### config.mk
export PLATFORM = sky130hd
export DESIGN_NAME = mux8_scan_ctrl_flat
export DESIGN_NICKNAME = d
export VERILOG_FILES = /design/src/rtl/mux_ctrl_pkg.sv /design/src/rtl/mux8_scan_ctrl_if.sv /design/src/rtl/mux_next_ch.sv /design/src/rtl/mux8_scan_ctrl.sv /design/src/flat_wrapper.sv
export SDC_FILE = /design/constraint.sdc
export NUM_CORES = 1
export LEC_CHECK = 0
export ABC_AREA = 1
export ABC_CLOCK_PERIOD_IN_PS = 2000
export CAP_MARGIN = 20
export CORE_ASPECT_RATIO = 0.75
export CORE_MARGIN = 3
export CORE_UTILIZATION = 40
export DETAILED_ROUTE_END_ITERATION = 12
export HOLD_SLACK_MARGIN = 0.12
export PLACE_DENSITY = 0.7
export SLEW_MARGIN = 15
export SYNTH_ARGS = -nofsm -noshare
export SYNTH_HDL_FRONTEND = slang
export SYNTH_SLANG_ARGS = --single-unit
### constraint.sdc
create_clock -name clk -period 2 [get_ports clk]
set_clock_uncertainty 0.1 [all_clocks]
set_input_delay 0.3 -clock clk [delete_from_list [all_inputs] [get_ports clk]]
set_output_delay 0.3 -clock clk [all_outputs]
set_load 0.03 [all_outputs]
### src/rtl/mux_ctrl_pkg.sv
// Shared definitions for the 8:1 mux scan sequencer.
package mux_ctrl_pkg;
    localparam int unsigned MUX_CH = 8;
    localparam int unsigned MUX_AW = 3;

    typedef enum logic [1:0] {
        IDLE    = 2'd0,
        SETTLE  = 2'd1,
        CAPTURE = 2'd2,
        DONE    = 2'd3
    } state_e;
endpackage

### src/rtl/mux8_scan_ctrl_if.sv
// Request/result and mux-side signals of the scan sequencer.
interface mux8_scan_ctrl_if;
    import mux_ctrl_pkg::*;

    logic              start;
    logic [MUX_CH-1:0] ch_mask;
    logic              mux_out;
    logic              mux_en_n;
    logic [MUX_AW-1:0] mux_addr;
    logic              busy;
    logic              done;
    logic [MUX_CH-1:0] sample;

    modport master (
        output start, ch_mask, mux_out,
        input  mux_en_n, mux_addr, busy, done, sample
    );

    modport slave (
        input  start, ch_mask, mux_out,
        output mux_en_n, mux_addr, busy, done, sample
    );
endinterface

### src/rtl/mux_next_ch.sv
// Priority encoder: next set mask bit above cur_i, or lowest set bit when first_i.
module mux_next_ch
    import mux_ctrl_pkg::*;
(
    input  logic [MUX_CH-1:0] mask_i,
    input  logic [MUX_AW-1:0] cur_i,
    input  logic              first_i,
    output logic [MUX_AW-1:0] idx_o,
    output logic              found_o
);
    always_comb begin
        idx_o   = '0;
        found_o = 1'b0;
        for (int unsigned i = 0; i < MUX_CH; i++) begin
            if (!found_o && mask_i[i] && (first_i || i > int'(cur_i))) begin
                idx_o   = MUX_AW'(i);
                found_o = 1'b1;
            end
        end
    end
endmodule

### src/rtl/mux8_scan_ctrl.sv
// Scans masked channels of an 8:1 mux in ascending order and returns a byte snapshot.
module mux8_scan_ctrl
    import mux_ctrl_pkg::*;
#(
    parameter int unsigned SETTLE_CYCLES = 2,
    parameter int unsigned CNT_W         = 4
) (
    input  logic             clk,
    input  logic             rst,
    mux8_scan_ctrl_if.slave  bus
);
    localparam logic [CNT_W-1:0] SETTLE_LOAD = CNT_W'(SETTLE_CYCLES);

    state_e            state_q, state_d;
    logic [CNT_W-1:0]  cnt_q, cnt_d;
    logic [MUX_AW-1:0] addr_q, addr_d;
    logic [MUX_CH-1:0] mask_q, mask_d;
    logic [MUX_CH-1:0] sample_q, sample_d;

    logic              capturing;
    logic [MUX_CH-1:0] enc_mask;
    logic [MUX_AW-1:0] nxt_idx;
    logic              nxt_found;

    // One encoder serves both the first pick (live ch_mask) and the advance (latched mask).
    assign capturing = (state_q == CAPTURE);
    assign enc_mask  = capturing ? mask_q : bus.ch_mask;

    mux_next_ch u_next (
        .mask_i  (enc_mask),
        .cur_i   (addr_q),
        .first_i (!capturing),
        .idx_o   (nxt_idx),
        .found_o (nxt_found)
    );

    always_comb begin
        state_d  = state_q;
        cnt_d    = cnt_q;
        addr_d   = addr_q;
        mask_d   = mask_q;
        sample_d = sample_q;
        case (state_q)
            IDLE, DONE: begin
                state_d = IDLE;
                if (bus.start) begin
                    mask_d   = bus.ch_mask;
                    sample_d = '0;
                    if (nxt_found) begin
                        addr_d  = nxt_idx;
                        cnt_d   = SETTLE_LOAD;
                        state_d = SETTLE;
                    end else begin
                        state_d = DONE;
                    end
                end
            end
            SETTLE: begin
                if (cnt_q == '0) begin
                    state_d = CAPTURE;
                end else begin
                    cnt_d = cnt_q - CNT_W'(1);
                end
            end
            CAPTURE: begin
                sample_d[addr_q] = bus.mux_out;
                if (nxt_found) begin
                    addr_d  = nxt_idx;
                    cnt_d   = SETTLE_LOAD;
                    state_d = SETTLE;
                end else begin
                    state_d = DONE;
                end
            end
            default: state_d = IDLE;
        endcase
    end

    always_ff @(posedge clk) begin
        if (rst) begin
            state_q  <= IDLE;
            cnt_q    <= '0;
            addr_q   <= '0;
            mask_q   <= '0;
            sample_q <= '0;
        end else begin
            state_q  <= state_d;
            cnt_q    <= cnt_d;
            addr_q   <= addr_d;
            mask_q   <= mask_d;
            sample_q <= sample_d;
        end
    end

    assign bus.busy     = (state_q == SETTLE) || (state_q == CAPTURE);
    assign bus.mux_en_n = !bus.busy;
    assign bus.done     = (state_q == DONE);
    assign bus.mux_addr = addr_q;
    assign bus.sample   = sample_q;
endmodule

### src/flat_wrapper.sv
// flat-port wrapper written by rule: the top's interface ports become plain ports
module mux8_scan_ctrl_flat import mux_ctrl_pkg::*;
#(
    parameter int unsigned SETTLE_CYCLES = 2,
    parameter int unsigned CNT_W         = 4
)
  (clk, rst, bus_start, bus_ch_mask, bus_mux_out, bus_mux_en_n, bus_mux_addr, bus_busy, bus_done, bus_sample);
  mux8_scan_ctrl_if bus_i ();
  input  logic clk;
  input  logic rst;
  input wire logic [$bits(bus_i.start)-1:0] bus_start;
  input wire logic [$bits(bus_i.ch_mask)-1:0] bus_ch_mask;
  input wire logic [$bits(bus_i.mux_out)-1:0] bus_mux_out;
  output wire logic [$bits(bus_i.mux_en_n)-1:0] bus_mux_en_n;
  output wire logic [$bits(bus_i.mux_addr)-1:0] bus_mux_addr;
  output wire logic [$bits(bus_i.busy)-1:0] bus_busy;
  output wire logic [$bits(bus_i.done)-1:0] bus_done;
  output wire logic [$bits(bus_i.sample)-1:0] bus_sample;
  assign bus_i.start = bus_start;
  assign bus_i.ch_mask = bus_ch_mask;
  assign bus_i.mux_out = bus_mux_out;
  assign bus_mux_en_n = bus_i.mux_en_n;
  assign bus_mux_addr = bus_i.mux_addr;
  assign bus_busy = bus_i.busy;
  assign bus_done = bus_i.done;
  assign bus_sample = bus_i.sample;
  mux8_scan_ctrl #(.SETTLE_CYCLES(SETTLE_CYCLES), .CNT_W(CNT_W)) u_core (.clk(clk), .rst(rst), .bus(bus_i));
endmodule
# After elaboration in Yosys (flattened, before gate mapping)
# Index checks and enable logic that the tools add are counted.
# op_classes
n_reduce_logical	40
n_eq_ne	6
add_sub_neg	1
mux	32
magnitude_cmp	9
# ops
operator	count
$mux W3	7
$logic_and A1 B1 Y1	16
$mux W8	2
$pmux W8 S2	1
$gt A3 B3 Y1 const A	4
$mux W4	3
$pmux W4 S3	1
$mux W1	10
$logic_not A1 Y1	9
$bwmux W8	1
$logic_or A1 B1 Y1	8
$mux W2	4
$gt A2 B3 Y1 const A	2
$pmux W2 S3	1
$pmux W3 S2	1
$reduce_and A2 Y1	3
$eq A2 B2 Y1 const B	2
$logic_not A4 Y1	1
$lt A3 B4 Y1 const B	1
$ne A2 B2 Y1 const B	2
$sub A4 B1 Y4 const B	1
$demux W1 S3	1
$ge A3 B1 Y1 const B	1
$gt A1 B3 Y1 const A	1
other kinds (5)	5
# totals
out_inout_bits	14
reg_bits	25
inputBits	12
elab_cells	93

# Logic depth before layout (Yosys ltp)
# Gate-level depths: netlist of run 1.
# depth
word_depth	35
depth_mapped	14
ltp_nobuf	13

# Hierarchy
# Synthesis of run 1 repeated with hierarchy kept, for this count alone.
# hier_totals
hier_cells	255
area_unflattened_um2	1575.3
# by_module_without_submodules
mod	n_inst	area_each_um2	seq_area_each_um2	cells_per_inst
mux8_scan_ctrl	1	1343.8	500.5	211
mux_next_ch	1	231.5	0.0	44

# Worst setup path before layout of run 1
# Ideal clock, no wire load.
# synth_timing
path_kind	register to register
from	register u_core.state_q[0]
to	register u_core.sample_q[4], in the netlist u_core.bus.sample[4]
period_less_slack_ns	1.925
slack_ns	0.075
setup_time_ns	0.116
path_stages_with_launch	9
arrival_time_ns	1.709
required_time_ns	1.784
path_buffers	1
cell_sequence	dfxtp_1 -> inv_1 -> ha_1 -> nand2_1 -> o21ai_0 -> clkbuf_1 -> nand2_1 -> o21ai_0 -> nor2_1
# synth_via
elab_chain_cells	4
word_cells_on_any_way	8
cone_classes	eq/ne (3); mux (1); reduce/logical (4)
# synth_lines
item	line	source
start, declared	mux8_scan_ctrl.sv:14	state_e state_q, state_d;
start signal, assigned	mux8_scan_ctrl.sv:87	state_q <= state_d;
$eq A2 B2 Y1 / $logic_not A2 Y1 (equally long branches)	mux8_scan_ctrl.sv:43	case (state_q)
$reduce_or A2 Y1	mux8_scan_ctrl.sv:43	
$ne A2 B2 Y1 (no line) / $reduce_bool A2 Y1 (equally long branches)	-	
$reduce_and A2 Y1 (no line)	-	
end signal, assigned	mux8_scan_ctrl.sv:91	sample_q <= sample_d;
end, declared	mux8_scan_ctrl.sv:18	logic [MUX_CH-1:0] sample_q, sample_d;
# Several ways; a longest one is shown, not always the timed one.
# A chain may end at the register's enable or synchronous reset.

# Final worst setup path of run 1
# layout_timing
from	register u_core.addr_q[2], in the netlist u_core.bus.mux_addr[2]
to	output port bus_mux_addr[2]
# layout_rtl
item	line	source
start, declared	mux8_scan_ctrl.sv:16	logic [MUX_AW-1:0] addr_q, addr_d;
start signal, assigned	mux8_scan_ctrl.sv:89	addr_q <= addr_d;
end, declared	flat_wrapper.sv:15	output wire logic [$bits(bus_i.mux_addr)-1:0] bus_mux_addr;
# No word-level cell between the ends.

==> results.sh, run 1 <==
export IMPL_clk_path_buf_depth=2
export IMPL_synth_simple_gate_area_share_pct=31.6
export IMPL_crit_path_top_delay_cell="clkdlybuf4s50_1"
export IMPL_p_leak_uw=0.000809
export IMPL_slew_violations=0
export IMPL_syn_avg_cell_area_um2=7.09
export IMPL_tightest_slew_ns=0.432
export IMPL_yosys_top_cells_area="dfxtp_1 (34%), nand2_1 (8.1%), o21ai_0 (7.3%)"
export IMPL_final_common_cell="nand2_1"
export IMPL_peakVddDrop_v=0.000409
export IMPL_layout_setup_ws_ns=0.0857
export IMPL_synth_seq_cells=24
export IMPL_synth_fp_nets=219
export IMPL_arrival_ns=1.51
export IMPL_holdCritPathClass="register to register"
export IMPL_fin_total_pwr_uw=1240
export IMPL_synth_distinct_cells=31
export IMPL_synth_top_family_by_area="simple AND/OR/NAND/NOR gates"
export IMPL_drc=0
export IMPL_final_setup_tns_ns=0
export IMPL_numCtsBuffers=3
export IMPL_finalSetupViolCount=0
export IMPL_io_buffers=25
export IMPL_finalCritPeriodShare_pct=95.7
export IMPL_grt_pass1_vias=1259
export IMPL_p_per_area_mw_per_mm2=656
export IMPL_vias=1405
export IMPL_crit_buf_inv=1
export IMPL_yosysTopAreaCell="dfxtp_1"
export IMPL_path_delay_family="buffers and inverters"
export IMPL_cp_cell_sequence="clkdlybuf4s50_1"
export IMPL_endpoint_kind="output port"
export IMPL_max_stage_delay_ns=0.74
export IMPL_cp_max_fo=8
export IMPL_grt_first_pass_wirelength_um=5540
export IMPL_post_cts_buffers=0
export IMPL_h_tree_depth=1
export IMPL_hold_viol=0
export IMPL_ant_nets=0
export IMPL_area_delta_synth_final_pct=32.5
export IMPL_antennaDiodeCount=0
export IMPL_grt_start_max_net_pins=15
export IMPL_clock_root_buffer="clkbuf_8"
export IMPL_cts_tree="yes"
export IMPL_dr_pass1_iters=4
export IMPL_synth_xor_area_share_pct=1.22
export IMPL_cp_data_required_time_ns=1.60
export IMPL_nets=256
export IMPL_worst_setup_path_start_kind="register"
export IMPL_grt_usage_pct=16.3
export IMPL_ys_warn_count=0
export IMPL_worstSkewPairLatency_ns=0.27
export IMPL_yosysSeqAreaShare_pct=33.6
export IMPL_clk_pin_slew_ns=0.09
export IMPL_pre_cts_slack_ns=-0.0104
export IMPL_dp_hpwl_um=2590
export IMPL_avgViaCountPerCell=5.05
export IMPL_synth_fa_ha_area_share_pct=4.37
export IMPL_layout_common_cells="nand2_1 (31), inv_1 (24), dfxtp_1 (23)"
export IMPL_initial_core_util_pct=42.7
export IMPL_worstSetupPathType="register to output port"
export IMPL_clock_sinks=24
export IMPL_holdWs_ns=0.363
export IMPL_outcome="complete, no violations"
export IMPL_gr_total_overflow=0
export IMPL_relSlewSlack_pct=71.0
export IMPL_synthCells=202
export IMPL_die_width_um=75.1
export IMPL_synth_compound_area_share_pct=18.4
export IMPL_routedWlPerCell_um=12.0
export IMPL_cts_hold_buffers=0
export IMPL_fp_dieH_um=57.8
export IMPL_drtIter0Drc=67
export IMPL_drive_gt1_share_pct=17.6
export IMPL_gp_congestion=0.853
export IMPL_grt_antenna_before_repair=0
export IMPL_placementRows=18
export IMPL_synth_top_cell_area_share_pct=33.6
export IMPL_core_area_mm2=0.00336
export IMPL_cap_violations=0
export IMPL_die_area_mm2=0.00434
export IMPL_drt_total_wl_um=3330
export IMPL_synth_area_mux_share_pct=0
export IMPL_max_freq_mhz=522
export IMPL_syn_area_mm2=0.00143
export IMPL_final_util_pct=56.5
export IMPL_io_pins=26
export IMPL_period_minus_slack_ns=1.91
export IMPL_rsz0062_at_grt="no"
==> synth_stat cells <==
library cell	n
nand4_4	1
o22ai_1	1
o21ai_2	1
nor3_1	5
buf_1	1
a21boi_2	1
nand3_4	1
o21ai_0	21
dfxtp_1	24
a21oi_1	20
nor2_1	22
ha_1	5
inv_2	3
xor2_1	1
nor2_4	2
nand2_4	1
o21ai_1	2
clkbuf_1	3
xnor2_1	1
inv_1	24
a21oi_4	1
nand3_1	9
buf_4	2
nand2_2	3
or2_2	1
nand3_2	3
nor2_2	2
nand4_1	7
nand2_1	31
buf_6	2
a31oi_1	1
==> metal layers <==
layer,vias to the layer above,part of all wire [%],global-route usage [%]
li1,732,-,-
met2,44,41,23.9
met1,627,52,23.5
met5,-,0,0
met4,0,0.66,4.82
met3,2,5.9,4.16
==> cell type report <==
cell class | count | area (um2)
clock buffers | 3 | 41.3
clock inverters | 1 | 30.0
fillers | 332 | 1460
inverters | 27 | 101
multi-input cells | 143 | 830
flip-flops and latches | 24 | 482
well taps | 40 | 50.0
repair buffers | 40 | 363
==> path summary, 6_finish.rpt <==
path / end / slack (ns) / from / depth (start not counted)
worst max-delay path: bus_mux_addr[2] / 0.09 / u_core.bus.mux_addr[2] / 1
worst min-delay path: u_core.cnt_q[0] / 0.36 / u_core.cnt_q[0] / 2
worst max register to register: u_core.bus.mux_addr[2] / 0.16 / u_core.bus.mux_addr[2] / 11
worst min register to register: u_core.cnt_q[0] / 0.36 / u_core.cnt_q[0] / 2
==> where the power goes <==
part,switching (uW),internal (uW),total [uW]
sequential,23.1,505,528
clock,163,268,431
combinational,166,118,285
==> what timing repair did <==
action,4_1_cts,5_1_grt
setup endpoints to repair,5,15
pin swaps,0,1
resized for setup,4,6
cloned,0,0
==> per-stage QoR <==
step           cell area [um2]  std cells
2_1_floorplan             1430        202
3_3_place_gp              1790        274
3_5_place_dp              1790        274
4_1_cts                   1870        278
5_1_grt                   1900        278
6_report                  1900        278
==> registers in the layout, summed over array words and instances, names as in the netlist <==
signal,count
u_core.bus.mux_addr,3
u_core.state_q,2
u_core.mask_q,7
u_core.cnt_q,4
u_core.bus.sample,8
==> kinds of logic after synthesis <==
group | count (synthesis)
buf+inv | 35
flops | 24
compound gates | 48
simple gates | 88
xor+xnor | 2
fa+ha+maj | 5
(Power assumes the default switching activity.)
==> run 2, diff against run 1 <==
--- a/config.mk
+++ b/config.mk
@@ -11,8 +11,9 @@
 export CORE_ASPECT_RATIO = 0.75
 export CORE_MARGIN = 3
-export CORE_UTILIZATION = 40
+export CORE_UTILIZATION = 46
+export CTS_CLUSTER_DIAMETER = 200
 export DETAILED_ROUTE_END_ITERATION = 12
 export HOLD_SLACK_MARGIN = 0.12
-export PLACE_DENSITY = 0.7
+export PLACE_DENSITY = 0.78
 export SLEW_MARGIN = 15
 export SYNTH_ARGS = -nofsm -noshare
==> constraint.sdc (replaced) <==
create_clock -name clk -period 2 [get_ports clk]
set_clock_uncertainty 0.1 [all_clocks]
set_input_delay 0.5 -clock clk [delete_from_list [all_inputs] [get_ports clk]]
set_output_delay 0.5 -clock clk [all_outputs]
set_load 0.03 [all_outputs]
==> results.sh, run 2 (same netlist as run 1, synthesis figures left out) <==
export IMPL_crit_path_top_delay_cell="clkdlybuf4s50_1"
export IMPL_hold_viol=0
export IMPL_cp_data_required_time_ns=2.07
export IMPL_endpoint_kind="register"
export IMPL_peakVddDrop_v=0.000596
export IMPL_path_delay_family="simple AND/OR/NAND/NOR gates"
export IMPL_h_tree_depth=1
export IMPL_switching_share_pct=28.8
export IMPL_stdcell_count=286
export IMPL_placementRows=16
export IMPL_cts_hold_buffers=0
export IMPL_max_stage_delay_ns=0.42
export IMPL_gp_congestion=0.992
export IMPL_drt_total_wl_um=3720
export IMPL_area_delta_synth_final_pct=38.8
export IMPL_dp_cells=278
export IMPL_core_area_mm2=0.00278
export IMPL_grt_start_max_net_pins=15
export IMPL_relSlewSlack_pct=74.8
export IMPL_dr_pass1_iters=4
export IMPL_layout_common_cells="nand2_1 (29), buf_4 (28), inv_1 (23)"
export IMPL_gr_total_overflow=0
export IMPL_io_pins=26
export IMPL_ant_nets=0
export IMPL_worstSetupPathType="input port to register"
export IMPL_die_width_um=70.4
export IMPL_slew_violations=0
export IMPL_combPwrFrac_pct=23.7
export IMPL_final_common_cell="nand2_1"
export IMPL_fin_total_pwr_uw=1260
export IMPL_avgViaCountPerCell=5.23
export IMPL_dp_hpwl_um=2720
export IMPL_fp_dieH_um=54.3
export IMPL_largest_reg_flops=8
export IMPL_outcome="complete, no violations"
export IMPL_clockPowerShare_pct=34.4
export IMPL_grt_usage_pct=19.5
export IMPL_pre_cts_slack_ns=-0.116
export IMPL_clk_pin_slew_ns=0.09
export IMPL_worstSetupStartpoint="bus_ch_mask[1]"
export IMPL_seqPwrFrac_pct=41.9
export IMPL_cts_tree="yes"
export IMPL_p_switching_uw=364
export IMPL_grt_antenna_before_repair=0
export IMPL_crit_buf_inv=1
export IMPL_drive_gt1_share_pct=25.6
export IMPL_grt_first_pass_wirelength_um=5870
export IMPL_clock_sinks=24
export IMPL_finalCritPeriodShare_pct=95.6
export IMPL_cp_max_fo=3
export IMPL_drtIter0Drc=95
export IMPL_routedWlPerCell_um=13.0
export IMPL_worst_setup_path_start_kind="input port"
export IMPL_die_area_mm2=0.00382
export IMPL_nets=268
export IMPL_r2r_start="u_core.state_q[0]"
export IMPL_finalSetupViolCount=0
export IMPL_tightest_slew_ns=0.377
export IMPL_drc=0
export IMPL_max_freq_mhz=523
export IMPL_clock_root_buffer="clkbuf_8"
export IMPL_worstSkewPairLatency_ns=0.27
export IMPL_grt_pass1_vias=1308
export IMPL_cp_cell_sequence="clkdlybuf4s50_1, nand2_1, nand2_2, a21oi_4, nand3_4, nor2_4, nand2_2, nor2_2, nor2_2, o21ai_1, nor2_1"
export IMPL_holdCritPathClass="register to register"
export IMPL_vias=1497
export IMPL_antennaDiodeCount=0
export IMPL_p_per_area_mw_per_mm2=636
export IMPL_layout_setup_ws_ns=0.0882
export IMPL_numCtsBuffers=3
export IMPL_hp_start="u_core.bus.sample[5]"
export IMPL_period_minus_slack_ns=1.91
export IMPL_initial_core_util_pct=51.4
export IMPL_arrival_ns=1.98
export IMPL_clk_path_buf_depth=2
export IMPL_p_leak_uw=0.000872
export IMPL_cell_internal_pwr_uw=899
export IMPL_cap_violations=0
export IMPL_io_buffers=25
run 2: changes by cell type in the layout (fill, tap and decap cells not counted), moves of 2 or more:
cell / previous run / this run
buf_4: 15 / 28
clkdlybuf4s50_1: 22 / 18
dfxtp_1: 23 / 19
dfxtp_2: 1 / 5
dlygate4sd2_1: 2 / 4
nand2_1: 31 / 29
nand3_2: 2 / 4
run 2: power groups by stage:
stage	combinational [uW]	clock, uW	sequential [uW]
2_1_floorplan	175	0	541
3_3_place_gp	284	0	537
3_5_place_dp	290	0	537
4_1_cts	288	444	526
5_1_grt	328	460	533
6_report	299	435	529
run 2: worst register-to-register path, delay by kind of cell, from the launching register on:
family	cells	cell delay [ns]
flip-flops	1	0.34
AO/OA/AOI/OAI	2	0.28
adder cells (fa/ha/maj)	1	0.17
buffers and inverters	2	0.19
AND/OR/NAND/NOR	8	0.72
run 2: path summary, 6_finish.rpt:
path	to	slack, ns	cells after the start
setup / recovery	u_core.bus.mux_addr[1]	0.09	11
hold reg to reg	u_core.bus.sample[5]	0.36	2
hold / removal	u_core.bus.sample[5]	0.36	2
setup reg to reg	u_core.bus.mux_addr[1]	0.10	13
run 2: stage by stage:
stage          setup TNS (ns)  utilization [%]  hold WS (ns)  instance area [um2]
2_1_floorplan               0                -         0.330                 1430
3_3_place_gp           -0.511             66.2         0.348                 1840
3_5_place_dp           -0.690             66.2         0.352                 1840
4_1_cts                     0             68.6         0.365                 1910
5_1_grt               -0.0529             71.4         0.391                 1990
6_report                    0             71.4         0.364                 1990
run 2: metal layers:
metal  track usage, %  share of wire (%)  vias up
met5                0                  0        -
met4             3.82               0.27        0
met3             5.69                7.1        2
met2             30.1                 44       63
met1             27.3                 48      672
li1                 -                  -      760
run 2: area by class of cell:
class                           instances  area, um2
Fill cell                             222        796
Inverter                               27        101
Multi-Input combinational cell        143        830
Timing Repair Buffer                   52        453
Clock buffer                            3       41.3
Sequential cell                        24        487
Tap cell                               36       45.0
Clock inverter                          1       30.0
run 2: repair_timing:
action	4_1_cts	5_1_grt
gates resized for setup	4	17
setup buffers	0	5
pin swaps	0	12
setup endpoints to repair	4	7
